<file path="src/rtl/addsub_frame_accumulator.sv">
// addsub_frame_accumulator: registers a (+/-a)+(+/-b) term per beat, accumulates a frame up to in_last, holds the result on a valid/ready port.
// Define ADDSUB_FRAME_ACC_SAT_EN to clamp the accumulator on signed overflow instead of wrapping.
module addsub_frame_accumulator #(
    parameter int WIDTH     = 32,
    parameter int ACC_WIDTH = 48,
    parameter int CNT_WIDTH = 16
) (
    input  logic                 clk,
    input  logic                 rst_n,
    input  logic                 in_valid,
    output logic                 in_ready,
    input  logic [WIDTH-1:0]     in_a,
    input  logic [WIDTH-1:0]     in_b,
    input  logic                 in_neg_a,
    input  logic                 in_neg_b,
    input  logic                 in_last,
    output logic                 out_valid,
    input  logic                 out_ready,
    output logic [ACC_WIDTH-1:0] out_sum,
    output logic [CNT_WIDTH-1:0] out_count,
    output logic                 out_ovf
);
    typedef enum logic [1:0] {IDLE, ACCUM, HOLD} state_t;
    state_t state, state_nx;
    logic s1_full, s1_last, in_fire, drain, out_fire, ovf, ovf_add;
    logic [WIDTH-1:0] s1_term, term;
    logic [ACC_WIDTH-1:0] acc, acc_base, ext, sum, acc_nx;
    logic [CNT_WIDTH-1:0] cnt, cnt_base, cnt_nx;

    // Negation is invert plus a carry constant of 0, 1 or 2 for the two operands together
    assign term     = (in_a ^ {WIDTH{in_neg_a}}) + (in_b ^ {WIDTH{in_neg_b}}) + WIDTH'({in_neg_a & in_neg_b, in_neg_a ^ in_neg_b});
    assign in_ready = ~s1_full | (state != HOLD);
    assign in_fire  = in_valid & in_ready;
    assign drain    = s1_full & (state != HOLD);
    assign out_fire = (state == HOLD) & out_ready;
    assign ext      = ACC_WIDTH'($signed(s1_term));
    // A drain in IDLE starts a new frame, so it adds onto zero
    assign acc_base = (state == IDLE) ? '0 : acc;
    assign cnt_base = (state == IDLE) ? '0 : cnt;
    assign sum      = acc_base + ext;
    assign ovf_add  = (acc_base[ACC_WIDTH-1] == ext[ACC_WIDTH-1]) & (sum[ACC_WIDTH-1] != acc_base[ACC_WIDTH-1]);
    assign cnt_nx   = &cnt_base ? cnt_base : cnt_base + 1'b1;
`ifdef ADDSUB_FRAME_ACC_SAT_EN
    assign acc_nx   = ovf_add ? (acc_base[ACC_WIDTH-1] ? {1'b1, {(ACC_WIDTH-1){1'b0}}} : {1'b0, {(ACC_WIDTH-1){1'b1}}}) : sum;
`else
    assign acc_nx   = sum;
`endif

    always_comb begin
        state_nx = state;
        state_nx = drain ? (s1_last ? HOLD : ACCUM) : out_fire ? IDLE : state;
    end

    always_ff @(posedge clk or negedge rst_n) begin
        if (!rst_n) begin
            state   <= IDLE;
            s1_full <= 1'b0;
            s1_last <= 1'b0;
            s1_term <= '0;
            acc     <= '0;
            cnt     <= '0;
            ovf     <= 1'b0;
        end else begin
            state   <= state_nx;
            s1_full <= in_fire | (s1_full & ~drain);
            if (in_fire) begin
                s1_term <= term;
                s1_last <= in_last;
            end
            if (drain) begin
                acc <= acc_nx;
                cnt <= cnt_nx;
                ovf <= ((state != IDLE) & ovf) | ovf_add;
            end else if (out_fire) begin
                acc <= '0;
                cnt <= '0;
                ovf <= 1'b0;
            end
        end
    end

    assign out_valid = (state == HOLD);
    assign out_sum   = acc;
    assign out_count = cnt;
    assign out_ovf   = ovf;
endmodule

</file>
<file path="config.mk">
export PLATFORM = sky130hd
export DESIGN_NAME = addsub_frame_accumulator
export DESIGN_NICKNAME = d
export VERILOG_FILES = /design/src/rtl/addsub_frame_accumulator.sv
export SDC_FILE = /design/constraint.sdc
export NUM_CORES = 1
export LEC_CHECK = 0
export CORE_ASPECT_RATIO = 2
export CORE_UTILIZATION = 51
export DETAILED_ROUTE_END_ITERATION = 16
export GPL_TIMING_DRIVEN = 0
export HOLD_SLACK_MARGIN = 0.1
export PLACE_DENSITY = 0.78
export SLEW_MARGIN = 5
export SYNTH_ARGS = -nofsm -noshare
export SYNTH_HDL_FRONTEND = slang
export SYNTH_SLANG_ARGS = --single-unit
</file>
<file path="constraint.sdc">
create_clock -name clk -period 3.3 [get_ports clk]
set_input_delay 0.495 -clock clk [delete_from_list [all_inputs] [get_ports clk]]
set_output_delay 0.495 -clock clk [all_outputs]
set_load 0.01 [all_outputs]
</file>
==> impl_metrics.toml <==
[synthesis]
synth_edf_count = 0
synth_area_leaders = "dfrtp_1 26%, ha_1 14%, xor2_1 7.9%, nand2_1 5.8%, o21ai_0 5.5%"
seq_area_frac_synth_pct = 25.7
synth_nets = 1386
netlist_area_um2 = 9820
synth_common_cells = "151 x nand2_1, 108 x ha_1, 107 x o21ai_0"
ys_ff_latch = 101
synthFlopType = "dfrtp_1"
synthArstFlopShare_pct = 100
synth.avg_cell_area_um2 = 8.16
yosysWarnings = 0
yosysMostFrequentCell = "nand2_1"
ys_types = 70
synth_top_cell_area_share_pct = 25.7
yosysTopAreaCell = "dfrtp_1"
syn_inst = 1203

[critical_path]
critPathKind = "flip-flop to flip-flop"
path_cells = "or2_4, buf_12, clkbuf_16, and2_4, ha_4, buf_4, a211oi_4, o21ai_2, buf_4, nand3_2, a31oi_4, o31ai_4, a311oi_2, o2111ai_2, buf_4, and3_4, o31ai_4"
path_max_fanout = 7
cpLargestDelayFamily = "compound AO/OA/AOI/OAI gates"
slowest_delay_ns = 0.44
required_ns = 3.53
worst-path-buf-inv = 5
crit_slowest_cell = "dfrtp_2"
start_kind = "flip-flop"
cp-end-kind = "flip-flop"
path_common_cell = "buf_4"
cp.arrival_ns = 3.91

[final_layout]
n_antenna_cell = 0
syn_to_final_growth_pct = 39.0
nets = 1600
drive_gt1_share_pct = 19.1
postLayoutCoreUtil_pct = 72.5

[global_route]
grt_pass1_vias = 10127
grt_pass1_wl_um = 48500
track_usage_pct = 31.1
gr-total-overflow = 0
antenna_found_initial = 0
grt_max_degree = 56

[power_and_ir_drop]
p_per_area_nw_per_um2 = 1050
irDropWorstVdd_mv = 0.441
leakage_uw = 0.00603

[clock_network]
cts_tree = "done"
cts_buffers = 9
insertion_delay_ns = 0.38
cts_buffer_depth = 2
root_buffer = "clkbuf_16"
path_clk_slew_ns = 0.08
cts_hold_buffers = 0
cts_sinks = 101
cts_max_level = 3

[route]
drt_wl_total_um = 31500
ant_nets = 0
drt_first_pass_iters = 7
vias = 10037
drc = 0
viasPerCell = 5.99
dr.first_iter.drc_count = 615
routedWlPerCell_um = 18.8

[hold_path]
hold_path.class = "input port to async pin"

[sta]
setup_slack_ns = -0.380
tightest_slew_ns = 0.812
fmax_ghz = 0.272
hold_viol = 0
setup_viol = 28
clock-skew-final_ns = 0.0150
period_needed_ns = 3.68
relSlewSlack_pct = 45.9
rsz0062_at_grt = "true"
finalCritPeriodShare_pct = 112
slew_violations = 0

[placement]
gp_congestion = 0.937
hpwl_um = 22700
numPortBuffers = 137
post-place-ws_ns = -1.13

[floorplan]
die_area_um2 = 19800
core_um2 = 18800
initial_utilization_pct = 52.1
io_pins = 138
rows = 71
fp.dieH_um = 198
die_width_um = 100

[outcome]
violations = "negative setup slack"
status = "finished with violations"

[run]
cap_violations = 0
## metal layers
metal  GRT usage [%]  up-vias  part of all wire, %
li1                -     4750                    -
met1            30.0     4789                   35
met2            60.2      353                   54
met3            3.99      145                  3.9
met4            20.3        0                  7.1
met5               0        -                    0
## layout make-up
cell class / count / area [um^2]
flip-flops and latches: 101 / 2530
clock inverters: 6 / 93.8
fillers: 1423 / 5190
repair buffers: 220 / 2080
multi-input cells: 1016 / 8000
inverters: 25 / 93.8
clock buffers: 10 / 229
well taps: 255 / 319
plain buffers: 44 / 295
## state kept, by name (all words and copies together), names as in the netlist
name	cells
out_count	16
out_ovf	1
out_sum	48
s1_full	1
s1_last	1
s1_term	32
state	2
## worst reg2reg max path: cells and delay by family, from the launching register on
family	cells	cell delay, ns
flip-flops	1	0.44
adder cells (fa/ha/maj)	1	0.16
AND/OR/NAND/NOR	4	0.74
AO/OA/AOI/OAI	7	1.39
buffers and inverters	5	0.81
## cells by family (layout without fill, tap and decap cells)
logic type      Yosys count  count (layout)  synth area share, %
flops                   101             101                 25.7
mux                       6               6                0.637
fa+ha+maj               112             112                 14.6
buf+inv                  86             305                 3.39
compound gates          381             381                 25.2
simple gates            392             392                 19.3
xor+xnor                125             125                 11.2
## through the flow
stage / setup TNS (ns) / instances / hold WS, ns / total power [uW] / cell area (um^2)
3_5_place_dp: -33.07 / 1596 / 0.481 / 10400 / 11800
2_1_floorplan: -0.131 / 1203 / 0.199 / 8010 / 10100
5_1_grt: -7.60 / 1677 / 0.193 / 15300 / 13600
3_3_place_gp: -242.26 / 1595 / 0.473 / 10200 / 11800
4_1_cts: -2.36 / 1663 / 0.177 / 13000 / 13100
6_report: -4.98 / 1677 / 0.136 / 14400 / 13600
## worst paths after layout
check	endpoint	cells after the start	from	slack [ns]
max in group asynchronous	s1_term[9]	2	rst_n	2.47
min reg2reg	s1_term[24]	2	s1_term[24]	0.50
min	out_sum[34]	1	rst_n	0.14
max	out_sum[37]	17	state[1]	-0.38
min in group clk	s1_term[24]	2	s1_term[24]	0.50
max reg2reg	out_sum[37]	17	state[1]	-0.38
## report_power, final
group / switching, uW / internal [uW]
logic: 5820 / 5040
registers: 536 / 1760
clock network: 526 / 674
total: 6890 / 7470
## cells in the final DEF, fill, tap and decap left out, types with 22 or more instances in the layout
cell type and count:
inv_1 22, buf_4 68, nor2_1 58, o21ai_0 71, o21ai_1 34, clkbuf_1 29
xnor2_1 26, a21oi_1 70, a21o_1 44, and2_1 47, nand2_1 147, ha_1 80
xor2_1 89, dfrtp_1 100, ha_4 23, clkdlybuf4s50_1 132
## timing repair
item | 4_1_cts | 5_1_grt
cloned | 2 | 0
gates resized for setup | 152 | 90
buffers inserted | 56 | 26
pin swaps | 83 | 72
endpoints found under the setup margin | 62 | 61
Note: power is estimated with default switching activity, not from simulation.
